### config.mk
export PLATFORM = sky130hd
export DESIGN_NAME = sparc_ffu_frf_ecc
export DESIGN_NICKNAME = d
export VERILOG_FILES = /design/src/rtl/sparc_ffu_frf_ecc.sv
export SDC_FILE = /design/constraint.sdc
export NUM_CORES = 1
export LEC_CHECK = 0
export ABC_AREA = 0
export CAP_MARGIN = 20
export CORE_ASPECT_RATIO = 1.4
export CORE_MARGIN = 2
export CORE_UTILIZATION = 50
export DETAILED_ROUTE_END_ITERATION = 16
export PLACE_DENSITY = 0.85
export SYNTH_ARGS = -nofsm -noshare
export SYNTH_HDL_FRONTEND = slang
export SYNTH_SLANG_ARGS = --single-unit
### constraint.sdc
create_clock -name rclk -period 3.8 [get_ports rclk]
set_input_delay 1.14 -clock rclk [delete_from_list [all_inputs] [get_ports rclk]]
set_output_delay 1.14 -clock rclk [all_outputs]
set_load 0.01 [all_outputs]
### src/rtl/sparc_ffu_frf_ecc.sv
// SEC-DED check/correct stage for the FRF read port: two 39-bit halves per
// word. It also runs a single-entry scrub write-back engine and a first-error log.
module sparc_ffu_frf_ecc #(
    parameter int CNT_W = 8
) (
    input  logic             rclk,
    input  logic             arst_l,
    input  logic             rd_vld,
    input  logic [6:0]       rd_addr,
    input  logic [77:0]      frf_dp_data,
    input  logic             scrub_en,
    input  logic             scrub_gnt,
    input  logic             log_clr,
    output logic             ecc_vld,
    output logic [63:0]      ecc_dp_data,
    output logic [1:0]       ecc_ce,
    output logic [1:0]       ecc_ue,
    output logic             scrub_req,
    output logic [6:0]       scrub_addr,
    output logic [77:0]      scrub_data,
    output logic [CNT_W-1:0] scrub_drop_cnt,
    output logic             log_vld,
    output logic [6:0]       log_addr,
    output logic             log_ue,
    output logic [13:0]      log_syn
);

    typedef enum logic {S_IDLE, S_REQ} state_t;

    // Hamming position of data bit idx: the idx-th non-power-of-two in 3..38.
    function automatic logic [5:0] data_pos(input int idx);
        int n;
        logic [5:0] r;
        n = 0;
        r = '0;
        for (int p = 1; p < 39; p++) begin
            if ((p & (p - 1)) != 0) begin
                if (n == idx) r = 6'(p);
                n++;
            end
        end
        return r;
    endfunction

    logic [1:0]  ce_c;
    logic [1:0]  ue_c;
    logic [63:0] cor_data;
    logic [77:0] cor_cw;
    logic [13:0] syn_c;

    for (genvar h = 0; h < 2; h++) begin : g_half
        logic [38:0] cw;
        logic [5:0]  rc;
        logic [5:0]  nc;
        logic [5:0]  s;
        logic [5:0]  pos;
        logic [31:0] cd;
        logic        par;
        logic        ce;
        logic        ue;

        assign cw = frf_dp_data[39*h +: 39];

        // Syndrome, classification, data correction and check-bit regeneration.
        always_comb begin
            rc  = '0;
            nc  = '0;
            pos = '0;
            cd  = cw[31:0];
            ce  = 1'b0;
            ue  = 1'b0;
            for (int i = 0; i < 32; i++) begin
                pos = data_pos(i);
                for (int k = 0; k < 6; k++) rc[k] = rc[k] ^ (pos[k] & cw[i]);
            end
            s   = rc ^ cw[37:32];
            par = ^cw;
            if (par) begin
                if (s > 6'd38) begin
                    ue = 1'b1;
                end else begin
                    ce = 1'b1;
                    // Zero or power-of-two syndromes match no data position.
                    for (int i = 0; i < 32; i++)
                        if (s == data_pos(i)) cd[i] = ~cd[i];
                end
            end else if (s != '0) begin
                ue = 1'b1;
            end
            for (int i = 0; i < 32; i++) begin
                pos = data_pos(i);
                for (int k = 0; k < 6; k++) nc[k] = nc[k] ^ (pos[k] & cd[i]);
            end
        end

        assign ce_c[h]             = ce;
        assign ue_c[h]             = ue;
        assign cor_data[32*h +: 32] = cd;
        assign cor_cw[39*h +: 39]   = {(^cd) ^ (^nc), nc, cd};
        assign syn_c[7*h +: 7]      = {par, s};
    end

    logic elig;
    logic err;
    logic err_ue;

    assign elig   = rd_vld & (|ce_c) & ~(|ue_c) & scrub_en;
    assign err    = rd_vld & ((|ce_c) | (|ue_c));
    assign err_ue = rd_vld & (|ue_c);

    always_ff @(posedge rclk or negedge arst_l) begin
        if (!arst_l) begin
            ecc_vld     <= 1'b0;
            ecc_dp_data <= '0;
            ecc_ce      <= '0;
            ecc_ue      <= '0;
        end else begin
            ecc_vld <= rd_vld;
            ecc_ce  <= rd_vld ? ce_c : 2'b00;
            ecc_ue  <= rd_vld ? ue_c : 2'b00;
            if (rd_vld) ecc_dp_data <= cor_data;
        end
    end

    state_t state;
    state_t next_state;
    logic   load;
    logic   drop_inc;

    always_comb begin
        next_state = state;
        load       = 1'b0;
        drop_inc   = 1'b0;
        case (state)
            S_IDLE: begin
                if (elig) begin
                    load       = 1'b1;
                    next_state = S_REQ;
                end
            end
            S_REQ: begin
                if (scrub_gnt) begin
                    load       = elig;
                    next_state = elig ? S_REQ : S_IDLE;
                end else begin
                    drop_inc = elig;
                end
            end
            default: next_state = S_IDLE;
        endcase
    end

    always_ff @(posedge rclk or negedge arst_l) begin
        if (!arst_l) begin
            state          <= S_IDLE;
            scrub_addr     <= '0;
            scrub_data     <= '0;
            scrub_drop_cnt <= '0;
        end else begin
            state <= next_state;
            if (load) begin
                scrub_addr <= rd_addr;
                scrub_data <= cor_cw;
            end
            if (drop_inc && scrub_drop_cnt != {CNT_W{1'b1}})
                scrub_drop_cnt <= scrub_drop_cnt + {{(CNT_W-1){1'b0}}, 1'b1};
        end
    end

    assign scrub_req = (state == S_REQ);

    // A clear on the same edge as an error still lets the error be captured.
    always_ff @(posedge rclk or negedge arst_l) begin
        if (!arst_l) begin
            log_vld  <= 1'b0;
            log_addr <= '0;
            log_ue   <= 1'b0;
            log_syn  <= '0;
        end else if (err && (!log_vld || log_clr || (err_ue && !log_ue))) begin
            log_vld  <= 1'b1;
            log_addr <= rd_addr;
            log_ue   <= err_ue;
            log_syn  <= syn_c;
        end else if (log_clr) begin
            log_vld  <= 1'b0;
            log_addr <= '0;
            log_ue   <= 1'b0;
            log_syn  <= '0;
        end
    end

endmodule
==> results_dict.tcl, run 1 <==
set metrics [dict create \
    outcome "aborted with a tool error" \
    haltStage "5_1_grt" \
    stop_error "[ERROR GRT-0232] Routing congestion too high. Check the congestion heatmap in the GUI." \
    syn-num-nets 1184 \
    rows 64 \
    cts.sinks 186 \
    synth_edf_count 0 \
    placedCellCount 1945 \
    ys_top_cells_by_area "dfrtp_1 41%, xnor2_1 13%, xnor3_1 8.8%" \
    ys_ff_latch 186 \
    synth_seq_area_share_pct 41.5 \
    grt_max_degree 129 \
    htree_num_levels 4 \
    cts_inserted_buffers 17 \
    hold_buffers 0 \
    grt.overflow.total 1876 \
    ys_types 54 \
    worst-ep-kind "sequential cell input" \
    die_h_um 181 \
    die_x_um 131 \
    track_usage_pct 99.5 \
    ios 277 \
    initial_core_util_pct 51.2 \
    syn_inst 1092 \
    io_buffer_count 276 \
    cts_max_path_buffers 2 \
    ys.flop_type "dfrtp_1" \
    gp_congestion 0.992 \
    dpl_cell_area_um2 17100 \
    syn_area_per_cell_um2 10.3 \
    dp_hpwl_mm 34.7 \
    synth_area_um2 11200 \
    synth-async-reset-ratio_pct 100 \
    synth_top_cell_area_share_pct 41.5 \
    worstEndpointGrtRepair "scrub_data[38]$_DFFE_PN0P_/D" \
    yosysTopAreaCell "dfrtp_1" \
    ys_warn_count 0 \
    clock-root-buffer "clkbuf_16" \
]
timing repair:
item / CTS
resized for setup: 507
setup buffers: 90
endpoints found under the setup margin: 166
cloned: 17
pin swaps: 171
through the flow:
stage | hold WS, ps | setup WS (ps)
after floorplan | 505 | -890
after global placement | 457 | -1700
after detailed placement | 470 | -1730
after CTS | 479 | -1010
layer usage:
layer,GRT usage [%],GRT overflow
met5,36.4,5
met4,113,453
met3,74.5,20
met2,127,1389
met1,89.8,9
synthesized netlist by cell type (all sizes together) (2+ instances only):
cell / n
mux2i: 18
a21oi: 69
o21ai: 74
a211oi: 4
xnor3: 47
nand4: 14
buf: 6
or2: 3
xor3: 7
xor2: 79
nand2: 146
xnor2: 174
nor3: 25
nand2b: 11
nor2: 76
or3: 3
nor4: 2
clkbuf: 42
nand3: 27
a211o: 2
o211ai: 2
o21a: 2
and3: 4
mux2: 19
and2: 12
nor2b: 12
dfrtp: 186
o31ai: 2
inv: 3
nor3b: 4
nor4b: 3
cells by family after synthesis:
family                   count (synthesis)  synth area share, %
XOR/XNOR                               307                 30.9
flip-flops                             186                 41.5
buffers and inverters                   51                 1.77
AO/OA/AOI/OAI                          164                 8.10
multiplexers                            37                 3.51
adder cells (fa/ha/maj)                  1                0.111
AND/OR/NAND/NOR                        346                 14.1
==> run 2: changes to the inputs <==
--- a/config.mk
+++ b/config.mk
@@ -7,11 +7,10 @@
 export LEC_CHECK = 0
 export ABC_AREA = 0
 export CAP_MARGIN = 20
-export CORE_ASPECT_RATIO = 1.4
 export CORE_MARGIN = 2
-export CORE_UTILIZATION = 50
+export CORE_UTILIZATION = 35
 export DETAILED_ROUTE_END_ITERATION = 16
-export PLACE_DENSITY = 0.85
+export PLACE_DENSITY_LB_ADDON = 0.15
 export SYNTH_ARGS = -nofsm -noshare
 export SYNTH_HDL_FRONTEND = slang
 export SYNTH_SLANG_ARGS = --single-unit
==> results_dict.tcl, run 2 <==
set metrics [dict create \
    maxSlewHeadroom_pct 58.7 \
    p_leak_nw 9.66 \
    combPwrFrac_pct 69.5 \
    io_buffer_count 276 \
    final_common_cell "buf_4" \
    die_h_um 183 \
    finalNonFillerCells 2212 \
    rows 65 \
    top_regs "scrub_data (78), ecc_dp_data (64), log_syn (14)" \
    p_per_area_nw_per_um2 745 \
    fmax_mhz 215 \
    grt_max_degree 129 \
    nFillCells 2416 \
    antenna_left 0 \
    syn_area_per_cell_um2 10.3 \
    cts_max_path_buffers 2 \
    ys.flop_type "dfrtp_1" \
    vias_per_cell 4.91 \
    clk_pin_slew_ps 80 \
    htree_num_levels 4 \
    cts_tree "done" \
    dieArea_um2 33500 \
    vdd_ir_drop_max_mv 0.381 \
    ys_ff_latch 186 \
    critPathKind "in -> reg" \
    synth_top_cell_area_share_pct 41.5 \
    hold_buffers 0 \
    fin_crit_ps 4660 \
    die_x_um 183 \
    cts.sinks 186 \
    mostFrequentLayoutCells "352 x buf_4, 202 x clkdlybuf4s50_1, 186 x dfrtp_1" \
    ys_top_cells_by_area "dfrtp_1 41%, xnor2_1 13%, xnor3_1 8.8%" \
    drv_slew 0 \
    initial_core_util_pct 35.6 \
    synth-async-reset-ratio_pct 100 \
    drt_iter0_markers 613 \
    outcome "finished with violations" \
    worstHoldPathType "reg -> reg" \
    drt_first_pass_iters 4 \
    synth_edf_count 0 \
    first_global_vias 11300 \
    reg2reg_slack_ps 1970 \
    p_int_mw 9.69 \
    syn-num-nets 1184 \
    cp-end-kind "flip-flop" \
    ios 277 \
    syn_to_final_growth_pct 89.5 \
    drt_drc_violations_left 0 \
    drive_above_1_share_pct 47.7 \
    avgRoutedWirePerCell_um 20.8 \
    largest_reg_flops 78 \
    worst_pin_slew_ps 620 \
    fin_crit_sh_pct 123 \
    crit_required_ps 4170 \
    core-area_um2 31600 \
    sw_frac_of_total_pct 38.9 \
    synth_seq_area_share_pct 41.5 \
    p_switching_mw 6.16 \
    clock-root-buffer "clkbuf_16" \
    place_ws_ps -1660 \
    placedCellCount 2046 \
    clock_skew_ps 13.8 \
    p_clk_share_pct 11.8 \
    sequentialPowerShare_pct 18.7 \
    crit_fanout 5 \
    nets 1889 \
    whs_ps 483 \
    n_antenna_cell 0 \
    dpl_cell_area_um2 17300 \
    setup_ws_ps -857 \
    route.vias.total 10900 \
    synth_area_um2 11200 \
    syn_inst 1092 \
    grt_first_pass_wirelength_mm 68.4 \
    failed_checks "negative setup slack" \
    post-synth-top-count-cell "dfrtp_1" \
    rsz0062_at_grt "yes" \
    ys_warn_count 0 \
    track_usage_pct 27.2 \
    ys_types 54 \
    hold_violations 0 \
    final-setup-viol-count 119 \
    wl_mm 45.9 \
    startpoint_type "primary input" \
    yosys-top-cells-count "186 x dfrtp_1, 170 x xnor2_1, 146 x nand2_1" \
    cts_inserted_buffers 17 \
    antenna_found_initial 0 \
    dp_hpwl_mm 32.6 \
    regMostFlops "scrub_data" \
    grt.overflow.total 0 \
    cp.arrival_ps 5030 \
    cap_violations 0 \
    yosysTopAreaCell "dfrtp_1" \
    gp_congestion 0.933 \
    clk_latency_ps 440 \
    design_area_um2 21300 \
]
run 2: power by group through the flow:
stage | clock, mW | sequential (mW) | combinational (mW)
6_report | 1.87 | 2.96 | 11.0
5_1_grt | 2.00 | 3.02 | 11.6
4_1_cts | 1.91 | 2.88 | 10.2
3_5_place_dp | 0 | 2.88 | 8.24
3_3_place_gp | 0 | 2.87 | 8.23
2_1_floorplan | 0 | 3.10 | 3.93
run 2: area by class of cell:
type,count,area [um^2],area share [%]
Clock buffer,18,439,2.06
Clock inverter,14,174,0.817
Inverter,3,11.3,0.0529
Multi-Input combinational cell,856,8510,40.0
Sequential cell,186,4650,21.9
Tap cell,402,503,2.36
Timing Repair Buffer,733,6990,32.8
run 2: through the flow:
stage / TNS [ps] / power, mW / utilization (%)
floorplan: -30000 / 7.03 / -
global placement: -162400 / 11.1 / 54.8
detailed placement: -167640 / 11.1 / 54.8
CTS: -71890 / 15.0 / 64.7
global route: -93270 / 16.7 / 67.4
finish: -81020 / 15.9 / 67.4
run 2: layer usage:
layer	wire length [um]	vias up	global-route usage, %
met1	18300	5381	33.5
li1	-	5079	-
met4	1680	0	9.70
met2	23700	327	48.4
met5	0	-	0
met3	2250	70	4.41
run 2: path summary, 6_finish.rpt:
path                              startpoint                end  cells after the start
min reg2reg                   scrub_data[32]     scrub_data[32]                      2
max                           frf_dp_data[7]     scrub_data[38]                     15
min in group asynchronous             arst_l    ecc_dp_data[16]                      1
max reg2reg                scrub_drop_cnt[2]  scrub_drop_cnt[1]                      5
max in group asynchronous             arst_l     scrub_data[76]                      2
min                           scrub_data[32]     scrub_data[32]                      2
run 2: cells by family (layout without fill, tap and decap cells):
kind of cell	Yosys count	in the layout	synth area share [%]
XOR/XNOR	307	307	30.9
AND/OR/NAND/NOR	346	347	14.1
multiplexers	37	37	3.51
flip-flops	186	186	41.5
buffers and inverters	51	768	1.77
AO/OA/AOI/OAI	164	164	8.10
adder cells (fa/ha/maj)	1	1	0.111
run 2: repair_timing:
| action | 4_1_cts | 5_1_grt |
|---|---|---|
| pin swaps | 166 | 119 |
| endpoints found under the setup margin | 152 | 141 |
| gates resized for setup | 462 | 218 |
| gates cloned | 21 | 1 |
| buffers inserted | 103 | 39 |
run 2: worst max-delay path: stages:
cell      delay [ps]
buf_6             70
xnor3_1          390
buf_4            150
xnor3_2          400
buf_6            150
xnor2_4          130
or3_4            330
a211o_4          400
a211oi_4         260
xor2_2           200
xnor3_1          240
xnor3_1          420
xnor3_1          260
xnor3_1          340
o21ai_1          140
Power figures use the tool's default switching activity.
